## src/rtl/lms_sequencer.sv

```systemverilog
// lms_sequencer: control FSM for the adaptive LMS filter datapath.
// Walks the sample memory one address at a time and, for each sample,
// sequences fetch, delay-line shift, FIR MAC over all taps, error latch,
// weight update over all taps and the output handshake. Every output is a
// register updated alongside the state, so no input reaches an output
// combinationally.
module lms_sequencer #(
  parameter int N_SAMPLES = 20,
  parameter int TAPS      = 4,
  parameter int AW        = $clog2(N_SAMPLES),
  parameter int TW        = (TAPS > 1) ? $clog2(TAPS) : 1
) (
  input  logic          clk,
  input  logic          rst,
  input  logic          start,
  input  logic          y_ready,
  output logic [AW-1:0] sample_addr,
  output logic          sample_rd,
  output logic          shift_en,
  output logic          mac_clr,
  output logic          mac_en,
  output logic [TW-1:0] tap_idx,
  output logic          err_en,
  output logic          upd_en,
  output logic          y_valid,
  output logic          busy,
  output logic          done
);

  typedef enum logic [2:0] {
    S_IDLE   = 3'd0,
    S_FETCH  = 3'd1,
    S_SHIFT  = 3'd2,
    S_FILTER = 3'd3,
    S_ERROR  = 3'd4,
    S_UPDATE = 3'd5,
    S_OUTPUT = 3'd6,
    S_DONE   = 3'd7
  } state_t;

  localparam logic [AW-1:0] LAST_ADDR = AW'(N_SAMPLES - 1);
  localparam logic [TW-1:0] LAST_TAP  = TW'(TAPS - 1);

  state_t        r_state;
  logic [AW-1:0] r_addr;
  logic [TW-1:0] r_tap;
  logic          r_sample_rd;
  logic          r_shift_en;
  logic          r_mac_clr;
  logic          r_mac_en;
  logic          r_err_en;
  logic          r_upd_en;
  logic          r_y_valid;
  logic          r_busy;
  logic          r_done;

  // State, counters and registered outputs. Each transition loads the
  // outputs that belong to the state being entered; single-cycle strobes
  // default low every cycle, busy/done/addr hold unless explicitly changed.
  always_ff @(posedge clk or posedge rst) begin
    if (rst) begin
      r_state     <= S_IDLE;
      r_addr      <= '0;
      r_tap       <= '0;
      r_sample_rd <= 1'b0;
      r_shift_en  <= 1'b0;
      r_mac_clr   <= 1'b0;
      r_mac_en    <= 1'b0;
      r_err_en    <= 1'b0;
      r_upd_en    <= 1'b0;
      r_y_valid   <= 1'b0;
      r_busy      <= 1'b0;
      r_done      <= 1'b0;
    end else begin
      r_sample_rd <= 1'b0;
      r_shift_en  <= 1'b0;
      r_mac_clr   <= 1'b0;
      r_mac_en    <= 1'b0;
      r_err_en    <= 1'b0;
      r_upd_en    <= 1'b0;
      r_y_valid   <= 1'b0;
      case (r_state)
        S_IDLE, S_DONE: begin
          if (start) begin
            r_state     <= S_FETCH;
            r_addr      <= '0;
            r_tap       <= '0;
            r_sample_rd <= 1'b1;
            r_busy      <= 1'b1;
            r_done      <= 1'b0;
          end else begin
            r_state <= r_state;
          end
        end
        S_FETCH: begin
          r_state    <= S_SHIFT;
          r_tap      <= '0;
          r_shift_en <= 1'b1;
          r_mac_clr  <= 1'b1;
        end
        S_SHIFT: begin
          r_state  <= S_FILTER;
          r_tap    <= '0;
          r_mac_en <= 1'b1;
        end
        S_FILTER: begin
          if (r_tap == LAST_TAP) begin
            r_state  <= S_ERROR;
            r_tap    <= '0;
            r_err_en <= 1'b1;
          end else begin
            r_tap    <= r_tap + TW'(1);
            r_mac_en <= 1'b1;
          end
        end
        S_ERROR: begin
          r_state  <= S_UPDATE;
          r_tap    <= '0;
          r_upd_en <= 1'b1;
        end
        S_UPDATE: begin
          if (r_tap == LAST_TAP) begin
            r_state   <= S_OUTPUT;
            r_tap     <= '0;
            r_y_valid <= 1'b1;
          end else begin
            r_tap    <= r_tap + TW'(1);
            r_upd_en <= 1'b1;
          end
        end
        S_OUTPUT: begin
          if (!y_ready) begin
            r_y_valid <= 1'b1;
          end else if (r_addr == LAST_ADDR) begin
            r_state <= S_DONE;
            r_busy  <= 1'b0;
            r_done  <= 1'b1;
          end else begin
            r_state     <= S_FETCH;
            r_addr      <= r_addr + AW'(1);
            r_sample_rd <= 1'b1;
          end
        end
        default: begin
          r_state <= S_IDLE;
          r_addr  <= '0;
          r_tap   <= '0;
          r_busy  <= 1'b0;
          r_done  <= 1'b0;
        end
      endcase
    end
  end

  assign sample_addr = r_addr;
  assign tap_idx     = r_tap;
  assign sample_rd   = r_sample_rd;
  assign shift_en    = r_shift_en;
  assign mac_clr     = r_mac_clr;
  assign mac_en      = r_mac_en;
  assign err_en      = r_err_en;
  assign upd_en      = r_upd_en;
  assign y_valid     = r_y_valid;
  assign busy        = r_busy;
  assign done        = r_done;

endmodule
```

## config.mk

```make
export PLATFORM = sky130hd
export DESIGN_NAME = lms_sequencer
export DESIGN_NICKNAME = d
export VERILOG_FILES = /design/src/rtl/lms_sequencer.sv
export SDC_FILE = /design/constraint.sdc
export NUM_CORES = 1
export LEC_CHECK = 0
export CAP_MARGIN = 20
export CORE_UTILIZATION = 55
export CTS_CLUSTER_DIAMETER = 200
export CTS_CLUSTER_SIZE = 25
export DETAILED_ROUTE_END_ITERATION = 7
export DONT_BUFFER_PORTS = 1
export GPL_ROUTABILITY_DRIVEN = 0
export HOLD_SLACK_MARGIN = 0.03
export PLACE_DENSITY = 0.7
export SYNTH_ARGS = -nofsm -noshare
export SYNTH_HDL_FRONTEND = slang
export SYNTH_SLANG_ARGS = --single-unit
```

## constraint.sdc

```tcl
create_clock -name clk -period 2.4 [get_ports clk]
set_input_delay 0.48 -clock clk [delete_from_list [all_inputs] [get_ports clk]]
set_output_delay 0.48 -clock clk [all_outputs]
set_load 0.03 [all_outputs]
```

# Word-level counts from Yosys, hierarchy flattened
# Cells that the tools add are included.
# Widths: inputs -> output; s select.
# word_totals
register_bits,18
out_inout_bits,16
elab_cells,71
# op_classes
addsub,2
n_eq_ne,15
mux,33
n_reduce_logical,10
# op_table
op,count
$pmux 3 s7,1
$mux 3,5
$mux 5,3
$mux 1,14
$eq 3x3->1 const B,4
$ne 2x2->1 const B,6
$pmux 1 s2,6
$reduce_and 4->1,3
$pmux 5 s2,1
$eq 3x2->1 const B,2
$pmux 2 s3,1
$add 5x1->5 const B,1
$eq 5x5->1 const B,1
$mux 2,2
$reduce_or 2->1,2
$eq 3x1->1 const B,1
$logic_not 3->1,1
$reduce_bool 3->1,1
$reduce_or 3->1,1
$add 2x1->2 const B,1
$eq 2x2->1 const B,1
$reduce_and 2->1,1
$reduce_bool 2->1,1

# Depth between registers and ports, before layout
# Gate-level depths: netlist (run 1).
# depth
ltp_word,4
ltp_mapped,5
mapped_depth_nobuf,5

# Worst setup path before layout (run 1)
# OpenSTA, ideal clock, no wires.
# synth_timing
path_kind,reg-to-reg
startpoint,"register r_tap[0], in the netlist tap_idx[0]"
endpoint,register r_state[2]
arrival_ns,1.454
required_time_ns,2.266
slack_ns,0.812
path_stages_with_launch,6
cell_sequence,dfrtp_1 > ha_1 > nor2b_1 > o21ai_1 > a311oi_1 > o22ai_1
# synth_between
elab_chain_cells,3
word_cells_on_any_way,4
cone_classes,eq/ne (3); reduce/logical (1)
# synth_lines
item,line,rtl
start: declaration,46,logic [TW-1:0] r_tap;
start signal: assignment,112,r_tap <= r_tap + TW'(1);
start signal: assignment,127,r_tap <= r_tap + TW'(1);
$eq 2x2->1 *,"107, 122",
$ne 2x2->1 (no source line),-,
$reduce_and 4->1 (no source line) *,-,
end signal: assignment,92,r_state <= r_state;
end: declaration,44,state_t r_state;
# Every way passes the cells marked *; elsewhere a longest branch is shown, timed or not.
# A chain may end at the register's enable or synchronous reset.

# Worst setup path after layout (run 1)
# Ends and elaborated chain as after synthesis.

==> impl_metrics.yaml, run 1 <==
clock_network:
  cts.sinks: 18
  cts_buffers: 3
  cts_repair_resize_count: 0
  clk_latency_ns: 0.29
  clockBufferDepth: 2
  htree_num_levels: 1
  cts_tree: "done"
  hold_buffers: 0
  clock-root-buffer: "clkbuf_4"
  path_clk_slew_ns: 0.10
  cts_setup_buffers: 0
final_layout:
  fillCellCount: 132
  antennaDiodeCount: 0
  layout_commonest_cell: "dfrtp_1"
  fin_cells: 120
  layout-drive-gt1-share: 0.104
  fin_nets: 104
  final_cell_mix: "dfrtp_1 (18), o21ai_1 (9), nand2_1 (7), nor2_1 (6)"
  area.growth.synth_to_final_pct: 0.380
timing:
  fin_crit_ns: 1.72
  finalMaxSlewViolations: 0
  hold_viol: 0
  tightest_slew_ns: 0.683
  period_share: 0.718
  setup_violations: 0
  rsz0062_at_grt: "false"
  fmax_ghz: 0.581
  slew_headroom: 0.544
  setup_tns_ns: 0
  fin_worst_skew_ns: 0.00617
critical_path:
  end_kind: "register"
  worstPathCellList: "ha_1 -> nor2b_1 -> o21ai_1 -> a311oi_1 -> o22ai_1"
  critPathMaxFanout: 7
  cp.arrival_ns: 1.89
  critical_path_class: "reg2reg"
  worst_path_max_delay_cell: "dfrtp_1"
  crit_path_start_kind: "register"
  required_ns: 2.57
  critPathMaxStageDelay_ns: 0.56
logic_synthesis:
  avgSynthCellArea_um2: 9.97
  synth_flop_cell: "dfrtp_1"
  syn_area_um2: 987
  ys_seq_area_frac: 0.456
  synth_async_sr_flop_share: 1.00
  syn-num-nets: 105
  syn_inst: 99
  synth-edff-count: 0
  yosysWarningCount: 0
  ys_types: 40
  ys_ff_latch: 18
grt:
  grt_pass1_vias: 604
  track_usage: 0.200
  grt.overflow.total: 0
  grt_util_met2: 0.244
  grt_max_degree: 23
  grt_use_met1: 0.316
  top_usage_layer: "met1"
  grt_first_pass_wirelength_um: 2870
  gr-usage-met3: 0.0490
  antenna_found_initial: 0
floorplanning:
  rows: 14
  fp.dieH_um: 44.4
  ios: 20
  coreArea_mm2: 0.00159
  dieArea_mm2: 0.00197
  die_x_um: 44.4
  start_util: 0.619
detailed_routing:
  drc: 0
  drt-initial-drc-count: 15
  wl_per_cell_um: 13.9
  avgViaCountPerCell: 6.03
  postRouteAntennaNets: 0
  routed_wl_um: 1670
  vias: 723
  drtPass1Iterations: 4
place:
  place_inst: 117
  port_buffers: 0
  dpl.hpwl_um: 1110
pwr:
  peakVddDrop_mv: 0.720
  power_density_mw_per_mm2: 1140
  cellLeakagePower_nw: 0.414
outcome:
  status: "completed"
job:
  max-cap-violations: 0
worst_hold_path:
  hold_class: "in2async"
[worst paths after layout]
path / depth (start not counted) / from / end / slack [ns]
max in group asynchronous: 1 / rst / tap_idx[0] / 1.80
min in group clk: 2 / y_ready / sample_addr[1] / 0.38
worst min register to register: 2 / busy / busy / 0.71
worst min-delay path: 1 / rst / sample_rd / 0.17
worst max-delay path: 5 / tap_idx[0] / r_state[2] / 0.68
worst max register to register: 5 / tap_idx[0] / r_state[2] / 0.68
[per-layer routing]
metal	wire, um	part of all wire
met1	865	0.52
met2	680	0.41
met3	78	0.047
met4	41	0.025
met5	0	0
[synth_stat cells (2+ instances only)]
library cell,number,area share
a21boi_1,2,0.015
a21oi_1,5,0.025
a22o_1,2,0.018
buf_4,3,0.023
buf_6,2,0.023
dfrtp_1,18,0.46
ha_1,2,0.025
inv_1,3,0.011
mux2i_1,2,0.020
nand2_1,7,0.027
nand3_1,5,0.025
nand3b_1,3,0.023
nor2_1,6,0.023
nor2b_1,2,0.013
o21ai_0,3,0.015
o21ai_1,9,0.046
or3_1,2,0.013
[final cells by class]
| type | count | area [um^2] | area share |
|---|---|---|---|
| tap | 24 | 30.0 | 0.0303 |
| multi-input combinational | 71 | 473 | 0.477 |
| sequential | 18 | 450 | 0.455 |
| clock buffer | 3 | 22.5 | 0.0227 |
| inverter | 4 | 15.0 | 0.0152 |
[through the flow]
step | cell area (um^2) | hold slack, ns | power, mW | worst slack, ns | util
final | 991 | 0.166 | 1.13 | 0.678 | 0.622
after global routing | 991 | 0.235 | 1.23 | 0.559 | 0.622
after CTS | 991 | 0.191 | 1.13 | 0.678 | 0.622
after detailed placement | 968 | 0.510 | 0.984 | 0.695 | 0.608
after global placement | 968 | 0.494 | 0.982 | 0.732 | 0.608
after floorplan | 987 | 0.419 | 0.980 | 0.812 | -
[critical path: cells and delay by family (launching register included)]
family / cells / cell delay [ns]
flip-flops: 1 / 0.56
AO/OA/AOI/OAI: 3 / 0.49
adder cells (fa/ha/maj): 1 / 0.33
AND/OR/NAND/NOR: 1 / 0.23
[report_power, final]
part	leakage [nW]	internal, mW	total (mW)	switching, mW
logic	0.167	0.148	0.296	0.147
clock network	0.0138	0.0584	0.148	0.0892
registers	0.234	0.384	0.686	0.302
[sequential cells by signal, indices dropped and copies added, names as in the netlist]
signal and count:
busy 1, done 1, err_en 1, mac_clr 1
mac_en 1, r_state 3, sample_addr 5, sample_rd 1
tap_idx 2, upd_en 1, y_valid 1
[kinds of logic after synthesis]
family / Yosys count / synth area share
mux: 2 / 0.0203
simple gates: 36 / 0.231
flops: 18 / 0.456
buf+inv: 10 / 0.0646
fa+ha+maj: 2 / 0.0253
compound gates: 31 / 0.203
No activity file was read; power rests on OpenSTA's default activity.
==> inputs of run 2 (changes only) <==
--- a/config.mk
+++ b/config.mk
@@ -6,14 +6,14 @@
 export NUM_CORES = 1
 export LEC_CHECK = 0
 export CAP_MARGIN = 20
-export CORE_UTILIZATION = 55
+export CORE_UTILIZATION = 54
 export CTS_CLUSTER_DIAMETER = 200
 export CTS_CLUSTER_SIZE = 25
 export DETAILED_ROUTE_END_ITERATION = 7
 export DONT_BUFFER_PORTS = 1
 export GPL_ROUTABILITY_DRIVEN = 0
 export HOLD_SLACK_MARGIN = 0.03
-export PLACE_DENSITY = 0.7
+export PLACE_DENSITY = 0.72
 export SYNTH_ARGS = -nofsm -noshare
 export SYNTH_HDL_FRONTEND = slang
 export SYNTH_SLANG_ARGS = --single-unit
==> constraint.sdc (replaced) <==
create_clock -name clk -period 1.5 [get_ports clk]
set_input_delay 0.3 -clock clk [delete_from_list [all_inputs] [get_ports clk]]
set_output_delay 0.3 -clock clk [all_outputs]
set_load 0.03 [all_outputs]
==> run 2 against run 1 <==
Core utilization up 4.5 points; sequential share of layout area down 5.9 points; via count up 15%; sequential cell count unchanged; critical path type unchanged; clock-buffer cell count up 1.
==> impl_metrics.yaml, run 2 (synthesized netlist as in run 1, its figures left out) <==
floorplanning:
  coreArea_mm2: 0.00173
  dieArea_mm2: 0.00200
  fp.dieH_um: 44.8
  rows: 15
  ios: 20
  die_x_um: 44.8
  start_util: 0.572
final_layout:
  design_area_mm2: 0.00115
  fin_nets: 122
  largest_reg_flops: 5
  layout_commonest_cell: "buf_4"
  area.growth.synth_to_final_pct: 16.6
  fin_cells: 140
  final_core_util: 0.667
  final_cell_mix: "buf_4 (17), dfrtp_1 (14), o21ai_1 (9), nand2_1 (7), nor2_1 (6)"
  layout-drive-gt1-share: 0.287
  antennaDiodeCount: 0
critical_path:
  required_ns: 1.67
  critical_path_class: "reg2reg"
  rrSetupSlack_ns: 0.07
  timing.rr.start: "tap_idx[0]"
  crit_path_start_kind: "register"
  r2r-end: "r_state[2]"
  critPathMaxFanout: 4
  end_kind: "register"
  cp.arrival_ns: 1.60
  reg2reg_depth: 5
detailed_routing:
  routed_wl_um: 2080
  highest_layer: "met4"
  wl_met1_um: 956
  vias: 835
  postRouteAntennaNets: 0
  met3_length_um: 116
  wl_per_cell_um: 14.8
  drt-initial-drc-count: 22
  drc: 0
  drtPass1Iterations: 4
  avgViaCountPerCell: 5.96
  met2WireLength_um: 971
timing:
  setup_violations: 0
  holdWs_ns: 0.209
  fmax_ghz: 0.701
  fin_crit_ns: 1.43
  tightest_slew_ns: 0.523
  finalMaxSlewViolations: 0
  period_share: 0.951
  fin_worst_skew_ns: 0.00292
  slew_headroom: 0.652
  hold_viol: 0
outcome:
  status: "completed"
pwr:
  cellLeakagePower_nw: 0.506
  power_mw: 2.10
  power_density_mw_per_mm2: 1830
  peakVddDrop_mv: 1.22
clock_network:
  clock-root-buffer: "clkbuf_4"
  htree_num_levels: 1
  cts_buffers: 3
  cts.sinks: 18
  clk_latency_ns: 0.29
  path_clk_slew_ns: 0.11
  cts_setup_buffers: 0
  clockBufferDepth: 2
  cts_tree: "done"
job:
  max-cap-violations: 0
place:
  dpl.hpwl_um: 1480
  place_inst: 135
  place_area_mm2: 0.00110
  port_buffers: 0
grt:
  track_usage: 0.225
  grt_first_pass_wirelength_um: 3260
  grt_pass1_vias: 714
  grt.overflow.total: 0
  grt_max_degree: 16
  antenna_found_initial: 0
worst_hold_path:
  min_from: "y_ready"
  hold_path_end: "sample_addr[4]"
  hold_class: "in2reg"
  hold_depth: 2
## run 2: worst max-delay path by stage
| stage | from | endpoint | slack (ns) | cells after the start |
|---|---|---|---|---|
| 6_report | tap_idx[0] | r_state[2] | 0.07 | 5 |
| 5_1_grt | tap_idx[0] | r_state[2] | -0.008 | 5 |
| 4_1_cts | r_state[1] | sample_addr[1] | 0.02 | 4 |
| 3_5_place_dp | r_state[1] | sample_addr[1] | 0.08 | 4 |
| 3_3_place_gp | r_state[1] | sample_addr[1] | 0.11 | 4 |
| 2_1_floorplan | tap_idx[0] | r_state[2] | 0.01 | 5 |
## run 2: layer usage
metal | track usage | vias to the layer above
li1 | - | 394
met1 | 0.328 | 399
met2 | 0.332 | 38
met3 | 0.0320 | 4
met4 | 0.0970 | 0
met5 | 0 | -
## run 2: final cells by class
| class | count | area [um^2] |
|---|---|---|
| Inverter | 4 | 15.0 |
| Tap cell | 25 | 31.3 |
| Timing Repair Buffer | 18 | 138 |
| Fill cell | 147 | 576 |
| Multi-Input combinational cell | 71 | 475 |
| Sequential cell | 18 | 455 |
| Clock buffer | 4 | 36.3 |
## run 2: power by group
part / internal (mW) / leakage [nW] / switching [mW] / total (mW)
clock: 0.148 / 0.0210 / 0.157 / 0.304
combinational: 0.384 / 0.257 / 0.495 / 0.879
sequential: 0.627 / 0.228 / 0.292 / 0.919
## run 2: metrics by stage
stage	worst slack (ns)	setup TNS (ns)
after CTS	0.0214	0
after global routing	-0.00784	-0.00784
final	0.0728	0
after global placement	0.108	0
after floorplan	0.0121	0
after detailed placement	0.0824	0
## run 2: worst max-delay path, stage by stage, from the launching register on
cell      delay, ns
dfrtp_2        0.39
ha_1           0.22
nor2b_2        0.21
o21ai_1        0.09
a311oi_1       0.27
o22ai_1        0.13
## run 2: what timing repair did
action,in CTS,in global routing
hold buffers,1,0
resized for setup,0,3
hold endpoints to repair,7,0
endpoints found under the setup margin,0,5
